==> config.mk <==
export PLATFORM = sky130hd
export DESIGN_NAME = hue_div
export DESIGN_NICKNAME = d
export VERILOG_FILES = /design/src/rtl/hue_div.sv
export SDC_FILE = /design/constraint.sdc
export NUM_CORES = 1
export LEC_CHECK = 0
export CORE_ASPECT_RATIO = 1.1
export CORE_MARGIN = 2
export CORE_UTILIZATION = 51
export DETAILED_ROUTE_END_ITERATION = 6
export PLACE_DENSITY = 0.85
export SYNTH_ARGS = -nofsm -noshare
export SYNTH_HDL_FRONTEND = slang
export SYNTH_SLANG_ARGS = --single-unit
==> constraint.sdc <==
create_clock -name clk -period 4.04 [get_ports clk]
set_clock_uncertainty 0.2 [all_clocks]
set_input_delay 1.01 -clock clk [delete_from_list [all_inputs] [get_ports clk]]
set_output_delay 1.01 -clock clk [all_outputs]
set_load 0.05 [all_outputs]
==> src/rtl/hue_div.sv <==
// Hue divider: selects the max-channel numerator, divides it by (Max - Min) with a
// 26-step restoring mantissa divider, and truncates to an IEEE-754 single result.
module hue_div (
    input  logic        clk,
    input  logic        rst_n,
    input  logic        in_valid,
    output logic        in_ready,
    input  logic [31:0] R_Gx43,
    input  logic [31:0] G_Bx43,
    input  logic [31:0] B_Rx43,
    input  logic [31:0] diff,
    input  logic        Max_R,
    input  logic        Max_G,
    input  logic        Max_B,
    input  logic [31:0] Max12,
    output logic        out_valid,
    input  logic        out_ready,
    output logic [31:0] quot,
    output logic [1:0]  sector,
    output logic [31:0] Max_out,
    output logic        div_zero
);
    typedef enum logic [1:0] {
        IDLE = 2'd0,
        DIV  = 2'd1,
        DONE = 2'd2
    } state_t;

    localparam logic [4:0] LAST_STEP = 5'd25;
    localparam logic [7:0] EXP_MAX   = 8'hFF;

    state_t             state_r;
    logic [4:0]         cnt_r;
    logic               sign_r;
    logic signed [9:0]  exp_r;
    logic [23:0]        mant_d_r;
    logic [24:0]        rem_r;
    logic [25:0]        q_r;
    logic               pack_r;

    logic [31:0]        num_s;
    logic [1:0]         sector_s;
    logic               sign_s;
    logic signed [9:0]  exp_init_s;
    logic               spec_s;
    logic [31:0]        spec_quot_s;
    logic               spec_dz_s;
    logic               bit_s;
    logic [24:0]        rem_next_s;
    logic signed [9:0]  exp_norm_s;
    logic [22:0]        frac_s;
    logic [31:0]        packed_s;

    // Max-channel priority picks the numerator and the hue sector
    always_comb begin
        num_s    = 32'd0;
        sector_s = 2'd3;
        if (Max_R) begin
            num_s    = G_Bx43;
            sector_s = 2'd0;
        end else if (Max_G) begin
            num_s    = B_Rx43;
            sector_s = 2'd1;
        end else if (Max_B) begin
            num_s    = R_Gx43;
            sector_s = 2'd2;
        end else begin
            num_s    = 32'd0;
            sector_s = 2'd3;
        end
    end

    assign sign_s     = num_s[31] ^ diff[31];
    assign exp_init_s = $signed({2'b00, num_s[30:23]}) - $signed({2'b00, diff[30:23]}) + 10'sd127;

    // Operand classes that bypass the divider and finish in one cycle
    always_comb begin
        spec_s      = 1'b0;
        spec_quot_s = 32'd0;
        spec_dz_s   = 1'b0;
        if (sector_s == 2'd3) begin
            spec_s = 1'b1;
        end else if (diff[30:23] == 8'd0) begin
            spec_s    = 1'b1;
            spec_dz_s = 1'b1;
        end else if (num_s[30:23] == 8'd0) begin
            spec_s      = 1'b1;
            spec_quot_s = {num_s[31], 31'd0};
        end else if ((num_s[30:23] == EXP_MAX) || (diff[30:23] == EXP_MAX)) begin
            spec_s      = 1'b1;
            spec_quot_s = {sign_s, EXP_MAX, 23'd0};
        end else begin
            spec_s = 1'b0;
        end
    end

    // One restoring step: the remainder always stays below twice the divisor
    assign bit_s = (rem_r >= {1'b0, mant_d_r});

    // Conditional subtract of the divisor from the partial remainder
    always_comb begin
        if (bit_s) begin
            rem_next_s = rem_r - {1'b0, mant_d_r};
        end else begin
            rem_next_s = rem_r;
        end
    end

    // Normalize the 26-bit quotient and clamp the exponent range (truncating)
    always_comb begin
        exp_norm_s = exp_r;
        frac_s     = q_r[24:2];
        packed_s   = 32'd0;
        if (q_r[25]) begin
            exp_norm_s = exp_r;
            frac_s     = q_r[24:2];
        end else begin
            exp_norm_s = exp_r - 10'sd1;
            frac_s     = q_r[23:1];
        end
        if (exp_norm_s >= 10'sd255) begin
            packed_s = {sign_r, EXP_MAX, 23'd0};
        end else if (exp_norm_s <= 10'sd0) begin
            packed_s = {sign_r, 31'd0};
        end else begin
            packed_s = {sign_r, exp_norm_s[7:0], frac_s};
        end
    end

    // Control FSM with registered handshake and result outputs
    always_ff @(posedge clk or negedge rst_n) begin
        if (!rst_n) begin
            state_r   <= IDLE;
            cnt_r     <= 5'd0;
            sign_r    <= 1'b0;
            exp_r     <= 10'sd0;
            mant_d_r  <= 24'd0;
            rem_r     <= 25'd0;
            q_r       <= 26'd0;
            pack_r    <= 1'b0;
            in_ready  <= 1'b0;
            out_valid <= 1'b0;
            quot      <= 32'd0;
            sector    <= 2'd0;
            Max_out   <= 32'd0;
            div_zero  <= 1'b0;
        end else begin
            case (state_r)
                IDLE: begin
                    if (in_valid && in_ready) begin
                        in_ready <= 1'b0;
                        sector   <= sector_s;
                        Max_out  <= Max12;
                        sign_r   <= sign_s;
                        exp_r    <= exp_init_s;
                        mant_d_r <= {1'b1, diff[22:0]};
                        rem_r    <= {2'b01, num_s[22:0]};
                        q_r      <= 26'd0;
                        cnt_r    <= 5'd0;
                        if (spec_s) begin
                            quot     <= spec_quot_s;
                            div_zero <= spec_dz_s;
                            pack_r   <= 1'b0;
                            state_r  <= DONE;
                        end else begin
                            div_zero <= 1'b0;
                            pack_r   <= 1'b1;
                            state_r  <= DIV;
                        end
                    end else begin
                        in_ready <= 1'b1;
                    end
                end
                DIV: begin
                    rem_r <= rem_next_s << 5'd1;
                    q_r   <= {q_r[24:0], bit_s};
                    if (cnt_r == LAST_STEP) begin
                        cnt_r   <= 5'd0;
                        state_r <= DONE;
                    end else begin
                        cnt_r <= cnt_r + 5'd1;
                    end
                end
                DONE: begin
                    if (!out_valid) begin
                        out_valid <= 1'b1;
                        pack_r    <= 1'b0;
                        if (pack_r) begin
                            quot <= packed_s;
                        end else begin
                            quot <= quot;
                        end
                    end else if (out_ready) begin
                        out_valid <= 1'b0;
                        in_ready  <= 1'b1;
                        state_r   <= IDLE;
                    end else begin
                        out_valid <= 1'b1;
                    end
                end
                default: begin
                    state_r   <= IDLE;
                    cnt_r     <= 5'd0;
                    in_ready  <= 1'b0;
                    out_valid <= 1'b0;
                end
            endcase
        end
    end
endmodule

Word level (Yosys, flattened, before mapping)
Index checks and enable logic that the tools add are counted.
W data, S select, Z words.
{"block": "totals", "ff_bits": 163, "out_inout_bits": 69, "input_bits": 167}
{"block": "classes", "reduce_logical": 15, "n_eq_ne": 13, "mux": 51, "add_sub_neg": 5, "magnitude_cmp": 3, "n_bitwise": 3}
{"op": "$mux W32", "n": 11}
{"op": "$pmux W32 S2", "n": 1}
{"op": "$mux W31", "n": 2}
{"op": "$pmux W26 S2", "n": 1}
{"op": "$pmux W25 S2", "n": 1}
{"op": "$mux W26", "n": 1}
{"op": "$ge A25 B24 Y1", "n": 1}
{"op": "$mux W25", "n": 1}
{"op": "$mux W24", "n": 1}
{"op": "$sub A24 B24 Y24", "n": 1}
{"op": "$mux W23", "n": 1}
{"op": "$eq A8 B8 Y1 const B", "n": 2}
{"op": "$logic_not A8 Y1", "n": 2}
{"op": "$mux W1", "n": 16}
{"op": "$pmux W5 S3", "n": 1}
{"op": "$mux W2", "n": 7}
{"op": "$ne A2 B2 Y1 const B", "n": 7}
{"op": "$add A9 B8 Y10 const B", "n": 1}
{"op": "$ge A10 B9 Y1 const B", "n": 1}
{"op": "$le A10 B1 Y1 const B", "n": 1}
{"op": "$mux W10", "n": 1}
{"op": "$mux W5", "n": 2}
{"op": "$sub A10 B2 Y10 const B", "n": 1}
{"op": "$sub A8 B8 Y9", "n": 1}
{"op": "18 further kinds", "n": 25}

Longest topological paths before layout
{"block": "logic_depth", "word_depth": 12, "depth_mapped": 15, "mapped_depth_nobuf": 13}

Least setup slack after synthesis
OpenSTA, ideal clock, no wires.
{"block": "synth_path", "path_type": "input-to-reg", "start": "in Max_B", "end": "reg exp_r[5]", "setup_slack_ns": 0.171, "path_buffers": 2, "stages": 14, "t_arrival_ns": 3.586, "setup_ns": 0.083, "cell_sequence": "clkbuf_2 nor2b_1 buf_4 a221o_1 o21ai_2 inv_1 ha_1 nor2b_1 o21a_1 or3_1 and2_1 or3_1 xor2_1 o21ai_0"}
{"block": "synth_via", "elab_chain_cells": 5}
{"element": "start, declared", "line": "14", "rtl": "input logic Max_B,"}
{"element": "$mux W32", "line": "64", "rtl": "end else if (Max_B) begin"}
{"element": "$mux W32", "line": "61", "rtl": "end else if (Max_G) begin"}
{"element": "$mux W32", "line": "58", "rtl": "if (Max_R) begin"}
{"element": "$sub A8 B8 Y9", "line": "74", "rtl": "assign exp_init_s = $signed({2'b00, num_s[30:23]}) - $signed({2'b00, diff[30:23]}) + 10'sd127;"}
{"element": "$add A9 B8 Y10", "line": "74"}
{"element": "end signal, assigned", "line": "155", "rtl": "exp_r <= exp_init_s;"}
{"element": "end, declared", "line": "35", "rtl": "logic signed [9:0] exp_r;"}
No other way between the ends.
A chain may end at the register's enable or synchronous reset.

Worst setup path after layout
{"block": "layout_path", "start": "in Max_G", "end": "reg exp_r[5]"}
{"block": "layout_via", "elab_chain_cells": 4}
{"element": "start, declared", "line": "13", "rtl": "input logic Max_G,"}
{"element": "$mux W32", "line": "61"}
{"element": "$mux W32", "line": "58"}
{"element": "$sub A8 B8 Y9", "line": "74"}
{"element": "$add A9 B8 Y10", "line": "74"}
No other way between the ends.

==> results_dict.tcl <==
set metrics [dict create \
    reg2reg_depth 9 \
    crit_path_frequent_cell "or3_1" \
    critPathLaunchType "input port" \
    rows 53 \
    clkLatencyLatePin_ns 0.43 \
    fin_tns_setup_ns 0 \
    cts_resized 0 \
    post-place-ws_ns -0.251 \
    fin_nets 1578 \
    final_cells 1636 \
    die_w_um 136 \
    synthTopCellsByArea "dfrtp_1 42%, nand2_1 10%, o21ai_0 6.3%" \
    cts-root-buf "clkbuf_16" \
    syn_inst 1152 \
    arrival_ns 3.87 \
    fmaxAchievable_mhz 264 \
    grt_pass1_wl_mm 45.6 \
    vias 9428 \
    coreArea_mm2 0.0190 \
    cp_cell_sequence "clkdlybuf4s50_1, buf_4, a221o_1, o21ai_1, ha_1, fa_1, nor2b_1, o21a_1, or3_1, and2_1, or3_1, xor2_1, o21ai_0" \
    r2r_end "rem_r[3]$_DFFE_PN0P_" \
    dieHeight_um 150 \
    final.setup.worst_slack_ns 0.251 \
    clock-sinks 163 \
    groute.usage.overall_pct 28.3 \
    worstSetupPathType "input port to flip-flop" \
    synth_cell_type_count 71 \
    synth_most_common_cell "nand2_1" \
    outcome "finished clean" \
    gp_congestion 0.902 \
    critPathRequiredTime_ns 4.12 \
    cap_violations 0 \
    crit_slowest_cell "clkdlybuf4s50_1" \
    nFillCells 1542 \
    r2r_slack_ns 0.51 \
    post_cts_buffers 0 \
    reg2reg_from "rem_r[11]$_DFFE_PN0P_" \
    portBuffers 235 \
    cts_tree "yes" \
    drc_errors 0 \
    cts.path.max_buffers 2 \
    hold_end "mant_d_r[23]$_DFFE_PN0P_" \
    antenna_found_initial 3 \
    clkTransAtPathRegs_ns 0.06 \
    drtPass1Iterations 6 \
    yosysTopAreaCellShare_pct 41.5 \
    syn_area_mm2 0.00982 \
    crit_path_end_kind "flip-flop" \
    drt-total-wl_mm 28.6 \
    wl_per_cell_um 17.5 \
    post-place-cells 1601 \
    timing.final.crit_share_pct 93.8 \
    synth-edff-count 0 \
    grt-ovfl-total 0 \
    synth.top_cells.by_count "274 x nand2_1, 163 x dfrtp_1, 124 x o21ai_0, 47 x clkbuf_1, 46 x inv_1" \
    slowest_delay_ns 0.43 \
    cts_buffers 17 \
    ys_ff_latch 163 \
    worstHoldPathType "flip-flop to flip-flop" \
    post-route-cell-area_mm2 0.0131 \
    hpwl_mm 21.0 \
    grt_pass1_vias 9218 \
    path_buf_inv 2 \
    cellPowerDensity_mw_per_mm2 804 \
    vias_per_cell 5.76 \
    yosys.area.top_type "dfrtp_1" \
    leakage_nw 5.53 \
    hold_violations 0 \
    start_util_pct 51.8 \
    areaGrowthSynthToFinish_pct 33.4 \
    crit_path_start "Max_G" \
    pin_count 236 \
    holdPathStages 2 \
    syn_avg_cell_area_um2 8.53 \
    yosys_warnings 0 \
    power.total_w 0.0105 \
    yosys_most_used_dff "dfrtp_1" \
    cts_max_level 4 \
    yosysSeqAreaShare_pct 41.5 \
    path_max_fanout 5 \
    peakVddDrop_mv 0.434 \
    dieArea_mm2 0.0204 \
    setup_violations 0 \
    ctsHoldBuffers 0 \
    drive_above_1_share_pct 8.08 \
    async_reset_ff_share_pct 100 \
    final_antenna_net_count 0 \
    relSlewSlack_pct 22.4 \
    min_from "mant_d_r[23]$_DFFE_PN0P_" \
    critical_path_depth 13 \
    tightest_slew_ns 1.16 \
    slew_viol_final 0 \
    grt_setup_unrepaired "no" \
    grt_max_degree 79 \
    syn-num-nets 1357 \
    min_period_ns 3.79 \
    dpl-instance-area_mm2 0.0125 \
    crit_family "simple AND/OR/NAND/NOR gates" \
    drt_iter0_drc 581 \
]
worst min-delay path: cells and delay by family (launching register included):
family	cells	cell delay [ns]
DFF	1	0.32
buffers and inverters	1	0.05
and+or+nand+nor	1	0.05
logic make-up (layout without fill, tap and decap cells):
| logic type | count (synthesis) | after routing | synth area share [%] |
|---|---|---|---|
| compound gates | 315 | 315 | 21.7 |
| xor+xnor | 34 | 34 | 3.03 |
| fa+ha+maj | 38 | 38 | 4.99 |
| buf+inv | 120 | 354 | 5.10 |
| flops | 163 | 163 | 41.5 |
| mux | 24 | 24 | 2.45 |
| other cells | 0 | 3 | 0 |
| simple gates | 458 | 458 | 21.2 |
registers in the layout, indices dropped and copies added, names as in the netlist, 5 cells and up:
name / count
Max_out: 32
quot: 32
q_r: 26
rem_r: 25
mant_d_r: 24
exp_r: 10
cnt_r: 5
layout by cell type (no fill, tap or decap), types with 14 or more instances in the layout:
| cell type | instances |
|---|---|
| dfrtp_1 | 163 |
| o211ai_1 | 21 |
| nor2_1 | 43 |
| a221o_1 | 25 |
| xor2_1 | 14 |
| nand3_1 | 27 |
| buf_4 | 39 |
| o21ai_0 | 123 |
| inv_1 | 46 |
| a21oi_1 | 32 |
| ha_1 | 36 |
| a31oi_1 | 16 |
| o21ai_2 | 21 |
| xnor2_1 | 20 |
| clkbuf_16 | 17 |
| clkdlybuf4s50_1 | 233 |
| nor2b_1 | 16 |
| mux2i_1 | 24 |
| nand2_1 | 274 |
| nand4_1 | 21 |
metrics by stage:
stage               utilization, %  hold WS [ns]
detailed placement            65.9         0.238
global route                  69.1         0.292
finish                        69.1         0.248
floorplan                        -         0.218
CTS                           69.0         0.253
global placement              65.9         0.229
power by group:
| part | switching (W) | leakage [nW] | total, W | internal [W] |
|---|---|---|---|---|
| logic | 0.00383 | 3.18 | 0.00614 | 0.00231 |
| clock network | 0.000737 | 0.291 | 0.00164 | 0.000905 |
| registers | 0.000509 | 2.07 | 0.00276 | 0.00225 |
| total | 0.00507 | 5.53 | 0.0105 | 0.00547 |
area by class of cell:
cell class	count	area (um2)	share of cell area (%)
multi-input cells	869	5270	40.2
repair buffers	275	2670	20.4
clock inverters	13	141	1.08
flip-flops and latches	163	4080	31.1
diodes	3	7.51	0.0573
inverters	47	176	1.35
clock buffers	19	453	3.46
well taps	247	309	2.36
routing by layer:
layer | wire (um) | part of all wire (%) | track usage [%]
met1 | 11500 | 40 | 35.6
met2 | 14200 | 50 | 46.9
met3 | 1660 | 5.8 | 5.12
met4 | 1190 | 4.2 | 14.3
met5 | 0 | 0 | 0
worst max path at each step:
stage                           endpoint  slack, ns
floorplan           exp_r[5]$_DFFE_PN0P_       0.17
detailed placement  exp_r[8]$_DFFE_PN0P_      -0.25
finish              exp_r[5]$_DFFE_PN0P_       0.25
global route        exp_r[9]$_DFFE_PN0P_       0.06
global placement    exp_r[8]$_DFFE_PN0P_      -0.12
CTS                 exp_r[8]$_DFFE_PN0P_       0.17
Note: power is estimated with default switching activity, not from simulation.
